`src/rtl/color_rx_pkg.sv`:
```
// Shared types and constants for the colour-sensor I2C read-data stage.
package color_rx_pkg;

    typedef enum logic [1:0] {
        IDLE  = 2'd0,
        SHIFT = 2'd1,
        ACK   = 2'd2,
        DONE  = 2'd3
    } state_t;

    localparam int NUM_BYTES     = 8;
    localparam int BITS_PER_BYTE = 8;

    localparam int CH_CLEAR = 0;
    localparam int CH_RED   = 1;
    localparam int CH_GREEN = 2;
    localparam int CH_BLUE  = 3;

    // States in which the bus is expected to keep clocking.
    function automatic logic is_active(input state_t s);
        return (s == SHIFT) || (s == ACK);
    endfunction

endpackage

```
`src/rtl/i2c_sync_edge.sv`:
```
// Multi-flop synchronizer for one asynchronous bus line, with rise/fall pulses.
module i2c_sync_edge #(
    parameter int   SYNC_STAGES = 2,
    parameter logic RST_VAL     = 1'b1
) (
    input  logic clk,
    input  logic rst,
    input  logic din,
    output logic level,
    output logic rise,
    output logic fall
);

    localparam int STAGES = (SYNC_STAGES < 2) ? 2 : SYNC_STAGES;

    logic [STAGES-1:0] sync_q;
    logic              prev_q;

    // Idle bus lines are pulled high, so reset to that level to avoid a false edge.
    always_ff @(posedge clk or posedge rst) begin
        if (rst) begin
            sync_q <= {STAGES{RST_VAL}};
            prev_q <= RST_VAL;
        end else begin
            sync_q <= {sync_q[STAGES-2:0], din};
            prev_q <= sync_q[STAGES-1];
        end
    end

    assign level = sync_q[STAGES-1];
    assign rise  = level & ~prev_q;
    assign fall  = ~level & prev_q;

endmodule

```
`src/rtl/i2c_color_rx.sv`:
```
// Read-data stage: shifts in eight bytes from SCL/SDA and publishes four 16-bit colour channels.
module i2c_color_rx
    import color_rx_pkg::*;
#(
    parameter int TIMEOUT_CYC = 16384,
    parameter int SYNC_STAGES = 2
) (
    input  logic        clk,
    input  logic        rst,
    input  logic        scl_in,
    input  logic        sda_in,
    input  logic        start,
    output logic        ack_drive,
    output logic        ack_val,
    output logic        busy,
    output logic [15:0] clear_data,
    output logic [15:0] red_data,
    output logic [15:0] green_data,
    output logic [15:0] blue_data,
    output logic        data_valid,
    output logic        timeout_err
);

    localparam int               TMO_W     = $clog2(TIMEOUT_CYC);
    localparam logic [TMO_W-1:0] TMO_LAST  = TMO_W'(TIMEOUT_CYC - 1);
    localparam logic [3:0]       BIT_FULL  = 4'(BITS_PER_BYTE);
    localparam logic [2:0]       LAST_BYTE = 3'(NUM_BYTES - 1);

    logic scl_rise, scl_fall, scl_level_unused;
    logic sda_s, sda_rise_unused, sda_fall_unused;

    i2c_sync_edge #(.SYNC_STAGES(SYNC_STAGES)) u_scl_sync (
        .clk   (clk),
        .rst   (rst),
        .din   (scl_in),
        .level (scl_level_unused),
        .rise  (scl_rise),
        .fall  (scl_fall)
    );

    i2c_sync_edge #(.SYNC_STAGES(SYNC_STAGES)) u_sda_sync (
        .clk   (clk),
        .rst   (rst),
        .din   (sda_in),
        .level (sda_s),
        .rise  (sda_rise_unused),
        .fall  (sda_fall_unused)
    );

    state_t           state_q, state_d;
    logic [3:0]       bit_cnt_q, bit_cnt_d;
    logic [2:0]       byte_cnt_q, byte_cnt_d;
    logic [TMO_W-1:0] tmo_q, tmo_d;
    logic [7:0]       shift_q, shift_d;
    logic             buf_we;
    logic             timeout_d;
    logic [7:0]       byte_buf [NUM_BYTES];

    // NOTE: every variable gets a default first so no path leaves it unassigned (no latches).
    always_comb begin
        state_d    = state_q;
        bit_cnt_d  = bit_cnt_q;
        byte_cnt_d = byte_cnt_q;
        tmo_d      = tmo_q;
        shift_d    = shift_q;
        buf_we     = 1'b0;
        timeout_d  = 1'b0;

        if (is_active(state_q)) begin
            tmo_d = (scl_rise || scl_fall) ? '0 : tmo_q + 1'b1;
        end

        case (state_q)
            IDLE: begin
                if (start) begin
                    bit_cnt_d  = '0;
                    byte_cnt_d = '0;
                    tmo_d      = '0;
                    state_d    = SHIFT;
                end
            end
            SHIFT: begin
                if (scl_rise && (bit_cnt_q < BIT_FULL)) begin
                    shift_d   = {shift_q[6:0], sda_s};
                    bit_cnt_d = bit_cnt_q + 1'b1;
                end else if (scl_fall && (bit_cnt_q == BIT_FULL)) begin
                    buf_we    = 1'b1;
                    bit_cnt_d = '0;
                    state_d   = ACK;
                end
            end
            ACK: begin
                // The 9th SCL rise is the slave sampling our ACK; only its fall matters.
                if (scl_fall) begin
                    if (byte_cnt_q == LAST_BYTE) begin
                        state_d = DONE;
                    end else begin
                        byte_cnt_d = byte_cnt_q + 1'b1;
                        state_d    = SHIFT;
                    end
                end
            end
            DONE: state_d = IDLE;
            default: state_d = IDLE;
        endcase

        if (is_active(state_q) && !(scl_rise || scl_fall) && (tmo_q == TMO_LAST)) begin
            timeout_d = 1'b1;
            state_d   = IDLE;
        end
    end

    // NOTE: sequential state uses non-blocking assignments so all flops update together.
    always_ff @(posedge clk or posedge rst) begin
        if (rst) begin
            state_q     <= IDLE;
            bit_cnt_q   <= '0;
            byte_cnt_q  <= '0;
            tmo_q       <= '0;
            shift_q     <= '0;
            data_valid  <= 1'b0;
            timeout_err <= 1'b0;
            clear_data  <= '0;
            red_data    <= '0;
            green_data  <= '0;
            blue_data   <= '0;
        end else begin
            state_q     <= state_d;
            bit_cnt_q   <= bit_cnt_d;
            byte_cnt_q  <= byte_cnt_d;
            tmo_q       <= tmo_d;
            shift_q     <= shift_d;
            data_valid  <= (state_q == DONE);
            timeout_err <= timeout_d;
            if (state_q == DONE) begin
                clear_data <= {byte_buf[2*CH_CLEAR+1], byte_buf[2*CH_CLEAR]};
                red_data   <= {byte_buf[2*CH_RED+1],   byte_buf[2*CH_RED]};
                green_data <= {byte_buf[2*CH_GREEN+1], byte_buf[2*CH_GREEN]};
                blue_data  <= {byte_buf[2*CH_BLUE+1],  byte_buf[2*CH_BLUE]};
            end
        end
    end

    // NOTE: the byte buffer has no reset; it is always fully rewritten before DONE reads it.
    always_ff @(posedge clk) begin
        if (buf_we) begin
            byte_buf[byte_cnt_q] <= shift_q;
        end
    end

    assign busy      = (state_q != IDLE);
    assign ack_drive = (state_q == ACK);
    assign ack_val   = (state_q != ACK) || (byte_cnt_q == LAST_BYTE);

endmodule

```
`config.mk`:
```
export PLATFORM = sky130hd
export DESIGN_NAME = i2c_color_rx
export DESIGN_NICKNAME = d
export VERILOG_FILES = /design/src/rtl/color_rx_pkg.sv /design/src/rtl/i2c_sync_edge.sv /design/src/rtl/i2c_color_rx.sv
export SDC_FILE = /design/constraint.sdc
export NUM_CORES = 1
export LEC_CHECK = 0
export BUFFER_PORTS_ARGS = -buffer_cell sky130_fd_sc_hd__buf_2
export CORE_ASPECT_RATIO = 1.2
export CORE_MARGIN = 3
export CORE_UTILIZATION = 50
export CTS_CLUSTER_DIAMETER = 150
export CTS_CLUSTER_SIZE = 16
export DETAILED_ROUTE_END_ITERATION = 8
export PLACE_DENSITY_LB_ADDON = 0.15
export REMOVE_ABC_BUFFERS = 1
export SETUP_SLACK_MARGIN = 0.2
export SLEW_MARGIN = 10
export SYNTH_ARGS = -nofsm -noshare
export SYNTH_HDL_FRONTEND = slang
export SYNTH_HIERARCHICAL = 1
export SYNTH_SLANG_ARGS = --single-unit
```
`constraint.sdc`:
```
create_clock -name clk -period 4 [get_ports clk]
set_input_delay 1 -clock clk [delete_from_list [all_inputs] [get_ports clk]]
set_output_delay 1 -clock clk [all_outputs]
set_load 0.01 [all_outputs]
```
# After elaboration in Yosys (flattened, before gate mapping)
# Memory sizes are Yosys's and may differ from the RTL's. A register that Yosys moved wholly into a read port is not among the register bits.
# Index checks and enable logic that the tools add are counted.
# classes
magnitude_cmp,1
bitwise_logic,4
n_reduce_logical,16
eq_ne,15
mux,25
addsub,3
# ops
cell,n
2-to-1 mux 14 bit,4
adder 14 x 1 -> 14 bit (second input constant),1
== test 14 bit (second input constant),1
2-to-1 mux 2 bit,6
2-to-1 mux 4 bit,3
2-to-1 mux 3 bit,3
inequality test 3 x 1 -> 1 bit (second input constant),3
case mux 2 bit (4 select lines),1
case mux 4 bit (2 select lines),1
AND reduction 4 bit,2
2-to-1 mux 1 bit,6
inequality test 2 bit (second input constant),3
case mux 3 bit (2 select lines),1
nonzero test 2 bit,3
adder 4 x 1 -> 4 bit (second input constant),1
== test 2 bit (second input constant),2
== test 4 bit (second input constant),1
logical AND 1 bit,4
< comparator 4 bit (second input constant),1
adder 3 x 1 -> 3 bit (second input constant),1
== test 3 bit (second input constant),1
logical OR 1 bit,3
inequality test 3 x 2 -> 1 bit (second input constant),1
inequality test 3 bit (second input constant),1
8 further kinds,10
# word_totals
regBits,38
in_bits,5
mem_bits_rw,64
output_inout_bits,69
n_memories,1
# mem_list
name,depth,word_bits,read_ports,rd_ports_with_merged_regs,wr,line,source
byte_buf,8,8,8,8,1,i2c_color_rx.sv:57,logic [7:0] byte_buf [NUM_BYTES];

# Depth between registers and ports, before layout
# Gate-level depths: netlist (run 1).
# depth
depth_word,8
mapped_depth,8
ltp_nobuf,6

# By module
# Netlist (run 1), hierarchy kept.
# modules_own_cells
mod,cells_each,area_each_um2,n_inst
i2c_color_rx,410,6117.1,1
i2c_sync_edge,6,97.6,2

# Least setup slack after synthesis (run 1)
# OpenSTA, ideal clock, no wires.
# synth_path
path_kind,register to register
startpoint,register u_scl_sync.prev_q
endpoint,memory byte_buf[1][0] (enable)
path_stages_with_launch,5
path_slack_ns,1.953
t_arrival_ns,1.664
required_time_ns,3.617
path_cell_list,dfstp_2 > and2b_2 > and4b_1 > nand3_1 > nor3_1
# synth_via
elab_chain_cells,7
elab_cells_between_ends,10
# synth_rtl
element,line,source
start: declaration,i2c_sync_edge.sv:17,logic prev_q;
start signal: assignment,i2c_sync_edge.sv:26,prev_q <= sync_q[STAGES-1];
AND 1 bit,i2c_sync_edge.sv:32,assign fall = ~level & prev_q;
via scl_fall,i2c_color_rx.sv:29,"logic scl_rise, scl_fall, scl_level_unused;"
logical AND 1 bit,i2c_color_rx.sv:86,end else if (scl_fall && (bit_cnt_q == BIT_FULL)) begin
2-to-1 mux 1 bit,i2c_color_rx.sv:86,
2-to-1 mux 1 bit,i2c_color_rx.sv:83,if (scl_rise && (bit_cnt_q < BIT_FULL)) begin
2-to-1 mux 1 bit,i2c_color_rx.sv:73,case (state_q)
2-to-1 mux 1 bit,i2c_color_rx.sv:146,if (buf_we) begin
2-to-1 mux 1 bit (implied by the code),i2c_color_rx.sv:147,byte_buf[byte_cnt_q] <= shift_q;
end: declaration,i2c_color_rx.sv:57,
# The timed path passes the listed nets, and every way through them passes these cells.

# Worst setup path in the final report (run 1)
# layout_path
startpoint,register byte_cnt_q[1]
endpoint,output port ack_val
# layout_via
elab_chain_cells,2
# layout_rtl
element,line,source
start: declaration,i2c_color_rx.sv:52,"logic [2:0] byte_cnt_q, byte_cnt_d;"
start signal: assignment,i2c_color_rx.sv:130,byte_cnt_q <= byte_cnt_d;
== test 3 bit,i2c_color_rx.sv:153,assign ack_val = (state_q != ACK) || (byte_cnt_q == LAST_BYTE);
logical OR 1 bit,i2c_color_rx.sv:153,
end: declaration,i2c_color_rx.sv:14,"output logic ack_val,"
# No other way between the ends.

==> results by group, run 1 <==
Clocking
  – CTS clk-pin slew, worst paths: 0.06 ns
  – CTS resizes: 0
  – Num CTS Buffers: 17
  – Sink Count: 166
  – Clock root cell: clkbuf_16
  – CTS Hold Bufs: 0
  – Worst skew pair latency: 0.41 ns
  – H-tree levels: 4
  – TritonCTS clock tree: yes
  – Setup bufs post-CTS: 0
  – Maximum root-to-sink buffer count: 2

Worst hold path
  – Worst Hold Class: reg2reg

Floorplan
  – DIE HEIGHT: 128.7 µm
  – Core Region: 0.01217 mm²
  – Die area: 0.01393 mm²
  – # rows: 44
  – IO Count: 74
  – Die W: 108.2 µm
  – Initial Util: 51.54%

Synth
  – Post-Syn Area: 0.006271 mm²
  – Synth warn: 6
  – Syn_area_per_cell: 14.97 µm²
  – Synth Instances: 419

Global routing
  – Met3 Use GR: 4.265%
  – First-pass GRT wire length: 18.57 mm
  – M1 GR Usage: 22.02%
  – Largest net degree at the start of global routing: 43
  – Top Usage Layer GRT: met2
  – Grt met2 use: 30.56%
  – Initial antenna violation count: 0
  – Gr ovfl total: 0
  – GRT Util Overall: 17.76%
  – Vias in the first global route: 3560

Worst setup path
  – Crit-path max cell delay: 0.46 ns
  – CP Max Fanout: 8
  – Setup CP Type: reg2out
  – Setup crit end kind: output pin
  – Startpoint Class: register
  – WP data required: 3.00 ns
  – CP max-delay cell: dfrtp_1
  – Most used cell, CP: ha_1
  – Arrival time worst endpoint: 1.70 ns
  – CP cell instances: ha_1 > ha_1 > nand2b_1 > buf_2

Final layout
  – Fillcell total: 962
  – Final #Nets: 514
  – Area of the multi-input gates: 0.001698 mm²
  – Area Overhead vs Synth: 17.36%
  – Most common cell after layout, fill and taps aside: dfrtp_1
  – Share of layout cells above drive strength 1: 35.67%
  – Final instance area: 0.007360 mm²
  – Final Instance Count excl. Fillers: 674
  – Register area: 0.004481 mm²
  – # diodes: 0
  – Commonest cells after routing, fill and taps aside: dfrtp_1, buf_2, mux2_2, edfxtp_1, nand2_1
  – Util after Layout: 60.49%

STA
  – Count of final hold-check violations: 0
  – Clock Skew: 0.01167 ns
  – RSZ-0062 raised after global routing: false
  – F_max: 0.3710 GHz
  – Setup tns final: 0 ns
  – # setup viols final: 0
  – Worst-Margin Slew: 1.098 ns
  – Fin crit share: 67.39%
  – Minimum clock period after layout: 2.696 ns
  – Slew margin rel.: 26.26%
  – Slew Viols, Final: 0

Pwr
  – Maximum vdd drop: 351.1 µV
  – Leakage: 3.016 nW
  – Pwr Density: 756.2 mW/mm²

Job
  – Maxcap violations: 0

Placed design
  – Area post-placement: 0.006804 mm²
  – IO Port Bufs: 73
  – Gp weighted congestion: 0.8096
  – Post-DP HPWL: 7.678 mm
  – Placed cell count: 642

Detailed routing
  – Antenna-violating nets left: 0
  – Wire per inst: 17.20 µm
  – Via-to-Cell Ratio: 5.349
  – Via count: 3605
  – First DRT Iteration DRCs: 195
  – TritonRoute pass-1 iters: 4
  – Routed WL: 11.60 mm
  – Detailed-route DRC error count: 0

Outcome
  – Status: complete, no violations
-- stage by stage --
stage	power [W]	setup WS (ns)	hold WS, ns
detailed placement	0.004127	1.561	0.3485
global route	0.005888	1.212	0.3665
CTS	0.005639	1.294	0.3586
floorplan	0.003487	0.4663	0.3452
global placement	0.004063	1.682	0.3468
finish	0.005565	1.304	0.3596
-- worst max-delay path, delay by kind of cell, from the launching register on --
| kind | cells | cell delay [ns] |
|---|---|---|
| adder cells (fa/ha/maj) | 2 | 0.48 |
| buffers and inverters | 1 | 0.15 |
| flip-flops | 1 | 0.46 |
| AND/OR/NAND/NOR | 1 | 0.20 |
-- final cells by class --
| cell class | instances | area share [%] |
|---|---|---|
| clock inverters | 15 | 1.768 |
| multi-input cells | 230 | 23.07 |
| clock buffers | 17 | 5.780 |
| repair buffers | 76 | 5.270 |
| flip-flops and latches | 166 | 60.88 |
| inverters | 9 | 0.4930 |
| well taps | 161 | 2.737 |
-- layer usage --
layer / up-vias / part of all wire, %
met5: - / 0
met4: 0 / 0.89
met3: 7 / 3.5
met2: 72 / 53
met1: 1850 / 43
li1: 1676 / -
-- flip-flops by register name, indices dropped and copies added (netlist names), 2 cells and up --
| signal | count |
|---|---|
| byte_buf | 64 |
| byte_cnt_q | 3 |
| red_data | 16 |
| state_q | 2 |
| u_sda_sync/sync_q | 2 |
| shift_q | 8 |
| u_scl_sync/sync_q | 2 |
| clear_data | 16 |
| blue_data | 16 |
| green_data | 16 |
| tmo_q | 14 |
| bit_cnt_q | 4 |
-- final timing paths --
check | startpoint | to | slack, ns | depth (start not counted)
worst max register to register | state_q[0]$_DFFE_PP0P_ | tmo_q[9]$_DFF_PP0_ | 1.56 | 6
worst min-delay path | u_sda_sync/sync_q[0]$_DFF_PP1_ | u_sda_sync/sync_q[1]$_DFF_PP1_ | 0.36 | 0
min in group asynchronous | rst | bit_cnt_q[1]$_DFFE_PP0P_ | 0.59 | 2
max in group asynchronous | rst | blue_data[8]$_DFFE_PP0P_ | 2.58 | 3
worst min register to register | u_sda_sync/sync_q[0]$_DFF_PP1_ | u_sda_sync/sync_q[1]$_DFF_PP1_ | 0.36 | 0
worst max-delay path | byte_cnt_q[1]$_DFFE_PP0P_ | ack_val | 1.30 | 4
-- power by group --
group,switching (W),internal (W)
registers,0.000308,0.00223
logic,0.000782,0.000735
clock network,0.000653,0.000856
total,0.00174,0.00382
Power figures use the tool's default switching activity.
==> run 2: changes to the inputs <==
- clock period: 4 -> 2.3 ns (I/O delays scaled with it)
==> run 2 against run 1 <==
Compared with the run above:
- cell count rose by 2.2%
- clock power rose by 93%
- combinational power rose by 83%
- global-route usage rose by 0.45 points
- via count up 1.7%
- critical path depth unchanged
- critical path type unchanged
- largest cell class unchanged
==> results by group, run 2 (synthesis gave the netlist of run 1 again) <==
Detailed routing
  – TritonRoute pass-1 iters: 4
  – Via-to-Cell Ratio: 5.319
  – Wire per inst: 16.93 µm
  – Highest metal used: met4
  – Routed WL: 11.66 mm
  – Antenna-violating nets left: 0
  – First DRT Iteration DRCs: 194
  – Met1 Wirelength: 5.011 mm
  – Met3 Wirelength: 460 µm
  – Detailed-route DRC error count: 0
  – WL met2: 6.055 mm
  – Via count: 3665

STA
  – Fin crit share: 88.98%
  – Count of final hold-check violations: 0
  – Minimum clock period after layout: 2.046 ns
  – Slew margin rel.: 65.20%
  – Clock Skew: 0.006674 ns
  – F_max: 0.4887 GHz
  – RSZ-0062 raised after global routing: true
  – # setup viols final: 0
  – Slew Viols, Final: 0
  – Worst-Margin Slew: 0.5220 ns

Clocking
  – CTS Hold Bufs: 0
  – Sink Count: 166
  – CTS clk-pin slew, worst paths: 0.06 ns
  – Maximum root-to-sink buffer count: 2
  – Num CTS Buffers: 17
  – Clock root cell: clkbuf_16
  – H-tree levels: 4
  – Worst skew pair latency: 0.42 ns
  – TritonCTS clock tree: yes

Worst setup path
  – Arrival time worst endpoint: 1.47 ns
  – R2r worst-path depth: 5
  – Flop2flop setup slack: 0.30 ns
  – Startpoint Class: register
  – Setup crit end kind: output pin
  – CP Max Fanout: 8
  – Crit Reg-Reg Endpoint: tmo_q[13]$_DFF_PP0_
  – Worst R2R Start: state_q[0]$_DFFE_PP0P_
  – WP data required: 1.73 ns
  – Setup CP Type: reg2out

Pwr
  – Pwr Density: 1331 mW/mm²
  – Maximum vdd drop: 571.3 µV
  – Leakage: 3.133 nW

Floorplan
  – Initial Util: 51.54%
  – Core Region: 0.01217 mm²
  – # rows: 44
  – Die W: 108.2 µm
  – Die area: 0.01393 mm²
  – IO Count: 74
  – DIE HEIGHT: 128.7 µm

Global routing
  – First-pass GRT wire length: 19.13 mm
  – GRT Util Overall: 18.21%
  – Vias in the first global route: 3713
  – Initial antenna violation count: 0
  – Gr ovfl total: 0
  – Largest net degree at the start of global routing: 53

Final layout
  – Util after Layout: 62.49%
  – Share of layout cells above drive strength 1: 38.64%
  – Final #Nets: 529
  – Biggest register: byte_buf
  – Area Overhead vs Synth: 21.25%
  – # diodes: 0
  – Final Instance Count excl. Fillers: 689
  – Max reg flops: 64
  – Most common cell after layout, fill and taps aside: dfrtp_1
  – Commonest cells after routing, fill and taps aside: dfrtp_1, buf_2, mux2_2, edfxtp_1, nand2_1

Placed design
  – Post-DP HPWL: 7.694 mm
  – Placed cell count: 655
  – IO Port Bufs: 73
  – Gp weighted congestion: 0.7804

Outcome
  – Status: complete, no violations

Worst hold path
  – Worst Hold Class: in2async

Job
  – Maxcap violations: 0
[run 2: cell type report]
class / count / area [µm²]
fillers: 930 / 4563
multi-input cells: 230 / 1728
clock inverters: 15 / 192.7
clock buffers: 17 / 425.4
well taps: 161 / 201.4
inverters: 9 / 36.28
flip-flops and latches: 166 / 4482
repair buffers: 91 / 538.0
[run 2: repair_timing]
| item | CTS | global route |
|---|---|---|
| gates resized for setup | 5 | 2 |
| endpoints found under the setup margin | 1 | 2 |
| buffers inserted | 2 | 0 |
[run 2: per-layer routing]
| layer | GRT usage (%) | vias to the layer above |
|---|---|---|
| met5 | 0 | - |
| met4 | 6.092 | 0 |
| met3 | 4.867 | 14 |
| met2 | 29.58 | 79 |
| met1 | 24.05 | 1851 |
| li1 | - | 1721 |
[run 2: worst max-delay path by stage]
| stage | from | to | slack (ns) | cells past startpoint |
|---|---|---|---|---|
| floorplan | rst | bit_cnt_q[0]$_DFFE_PP0P_ | -0.81 | 1 |
| global placement | u_scl_sync/sync_q[1]$_DFF_PP1_ | tmo_q[13]$_DFF_PP0_ | 0.41 | 4 |
| detailed placement | u_scl_sync/sync_q[1]$_DFF_PP1_ | tmo_q[13]$_DFF_PP0_ | 0.36 | 4 |
| CTS | byte_cnt_q[1]$_DFFE_PP0P_ | ack_val | 0.23 | 4 |
| global route | state_q[0]$_DFFE_PP0P_ | ack_val | 0.17 | 4 |
| finish | byte_cnt_q[1]$_DFFE_PP0P_ | ack_val | 0.25 | 4 |
[run 2: where the power goes]
part	leakage (nW)	switching, W	internal, W
Sequential	1.82	0.000545	0.00388
Combinational	1.02	0.00139	0.00138
Clock	0.295	0.00118	0.00174
[run 2: through the flow]
step	area (µm²)	power [W]	hold slack (ns)	worst slack [ns]	TNS, ns
floorplan	6210	0.006064	0.3452	-0.8087	-92.62
global placement	6939	0.007163	0.3467	0.4059	0
detailed placement	6939	0.007279	0.3475	0.3556	0
CTS	7591	0.01025	0.1500	0.2299	0
global route	7604	0.01074	0.1568	0.1719	0
finish	7604	0.01012	0.1536	0.2536	0
[run 2: critical path, cell delays in order, from the launching register on]
cell and delay [ns]:
dfrtp_2 0.43, ha_4 0.17, ha_4 0.18, nand2b_1 0.15
buf_2 0.14
==> run 3: changes to the inputs <==
--- a/config.mk
+++ b/config.mk
@@ -13,4 +13,5 @@
 export CTS_CLUSTER_SIZE = 16
 export DETAILED_ROUTE_END_ITERATION = 8
+export MAX_ROUTING_LAYER = met4
 export PLACE_DENSITY_LB_ADDON = 0.15
 export REMOVE_ABC_BUFFERS = 1
==> constraint.sdc (replaced) <==
create_clock -name clk -period 2.3 [get_ports clk]
set_input_delay 0.345 -clock clk [delete_from_list [all_inputs] [get_ports clk]]
set_output_delay 0.345 -clock clk [all_outputs]
set_load 0.01 [all_outputs]
==> run 3 against run 2 <==
Compared with the run above:
- critical endpoint is now tmo_q[11]$_DFF_PP0_
- cell count grew 0.44%
- worst setup slack gained 0.11 ns
- sequential power is essentially flat
- total power shrank 2.4%
- critical path depth is the same
- clock skew grew 0.0026 ns
- global-route usage grew 0.58 points
- non-clock buffer count grew 3
- largest cell class unchanged
- critical path type is now reg2reg
- clock power shrank 7.2%
- die area is the same
- hold slack gained 0.18 ns
- via count is essentially flat
==> results by group, run 3 (synthesis gave the netlist of run 1 again) <==
Outcome
  – Status: complete, no violations

Global routing
  – First-pass GRT wire length: 18.91 mm
  – Vias in the first global route: 3632
  – Largest net degree at the start of global routing: 66
  – GRT Util Overall: 18.80%
  – Initial antenna violation count: 0
  – Gr ovfl total: 0

Clocking
  – H-tree levels: 4
  – Maximum root-to-sink buffer count: 2
  – CTS clk-pin slew, worst paths: 0.06 ns
  – Sink Count: 166
  – TritonCTS clock tree: yes
  – Worst skew pair latency: 0.41 ns
  – Num CTS Buffers: 17
  – Clock root cell: clkbuf_16

Pwr
  – Pwr Density: 1308 mW/mm²
  – Leakage: 3.130 nW
  – Maximum vdd drop: 517.9 µV

Placed design
  – IO Port Bufs: 73
  – Area post-placement: 0.006927 mm²
  – Placed cell count: 655
  – Worst slack, placed: 0.3407 ns
  – Gp weighted congestion: 0.8425
  – Post-DP HPWL: 7.581 mm

Final layout
  – Final #Nets: 532
  – Final instance area: 0.007551 mm²
  – Final Instance Count excl. Fillers: 692
  – Share of layout cells above drive strength 1: 37.66%
  – Area Overhead vs Synth: 20.41%
  – Most common cell after layout, fill and taps aside: dfrtp_1
  – Biggest register: byte_buf
  – Max reg flops: 64
  – Commonest cells after routing, fill and taps aside: dfrtp_1, buf_2, mux2_2, edfxtp_1, nand2_1
  – # diodes: 0

Worst setup path
  – Setup CP Type: reg2reg
  – CP Max Fanout: 5
  – Arrival time worst endpoint: 2.27 ns
  – Setup crit end kind: register
  – Startpoint Class: register
  – WP data required: 2.62 ns

STA
  – Slew Viols, Final: 0
  – # setup viols final: 0
  – Setup tns final: 0 ns
  – RSZ-0062 raised after global routing: false
  – F_max: 0.5153 GHz
  – Worst-Margin Slew: 0.5074 ns
  – Fin crit share: 84.37%
  – Final worst slack: 0.3595 ns
  – Minimum clock period after layout: 1.940 ns
  – Count of final hold-check violations: 0
  – Clock Skew: 0.009288 ns
  – Slew margin rel.: 66.17%

Floorplan
  – Die area: 0.01393 mm²
  – DIE HEIGHT: 128.7 µm
  – Initial Util: 51.54%
  – Core Region: 0.01217 mm²
  – IO Count: 74
  – Die W: 108.2 µm
  – # rows: 44

Detailed routing
  – Detailed-route DRC error count: 0
  – Wire per inst: 17.04 µm
  – First DRT Iteration DRCs: 242
  – Routed WL: 11.79 mm
  – Via count: 3663
  – Antenna-violating nets left: 0
  – TritonRoute pass-1 iters: 4
  – Via-to-Cell Ratio: 5.293

Worst hold path
  – Worst Hold Class: in2reg

Job
  – Maxcap violations: 0
[run 3: layout make-up]
type | instances | area, µm²
multi-input combinational | 230 | 1700
inverter | 9 | 36.28
fill | 935 | 4616
timing repair buffer | 94 | 555.5
clock inverter | 13 | 122.6
clock buffer | 19 | 452.9
sequential | 166 | 4482
tap | 161 | 201.4
[run 3: repair_timing]
item	CTS	global route
resized for setup	0	2
hold buffers	2	1
endpoints found under the hold margin	27	1
endpoints found under the setup margin	0	2
setup buffers	0	2
[run 3: critical path, cell delays in order, from the launching register on]
cell and delay, ns:
dfstp_2 0.53, and2b_2 0.25, or3b_1 0.39, or4_1 0.51, a21oi_1 0.17
[run 3: stage by stage]
step | total power, W | hold slack (ns) | util (%)
6_report | 0.009879 | 0.3308 | 62.06
5_1_grt | 0.01044 | 0.3512 | 62.06
4_1_cts | 0.009989 | 0.001678 | 61.83
3_5_place_dp | 0.007242 | 0.3485 | 56.93
3_3_place_gp | 0.007125 | 0.3478 | 56.93
2_1_floorplan | 0.006064 | 0.2565 | -
[run 3: final timing paths]
path | startpoint | to | slack [ns] | cells past startpoint
worst max-delay path | u_scl_sync/sync_q[1]$_DFF_PP1_ | tmo_q[11]$_DFF_PP0_ | 0.36 | 4
worst min-delay path | start | tmo_q[7]$_DFF_PP0_ | 0.33 | 4
worst max register to register | u_scl_sync/sync_q[1]$_DFF_PP1_ | tmo_q[11]$_DFF_PP0_ | 0.36 | 4
worst min register to register | u_sda_sync/sync_q[0]$_DFF_PP1_ | u_sda_sync/sync_q[1]$_DFF_PP1_ | 0.36 | 0
max in group asynchronous | rst | blue_data[3]$_DFFE_PP0P_ | 1.19 | 4
min in group asynchronous | rst | bit_cnt_q[0]$_DFFE_PP0P_ | 0.46 | 3
[run 3: power by group]
| part | internal (W) | switching, W |
|---|---|---|
| clock | 0.00156 | 0.00115 |
| sequential | 0.00388 | 0.000547 |
| combinational | 0.00136 | 0.00138 |
| total | 0.00680 | 0.00308 |
[run 3: layer usage]
metal / wire length [µm] / global-route usage [%]
met2: 6259 / 30.75
met1: 4848 / 22.95
met4: 138 / 7.058
met5: 0 / -
met3: 544 / 4.265
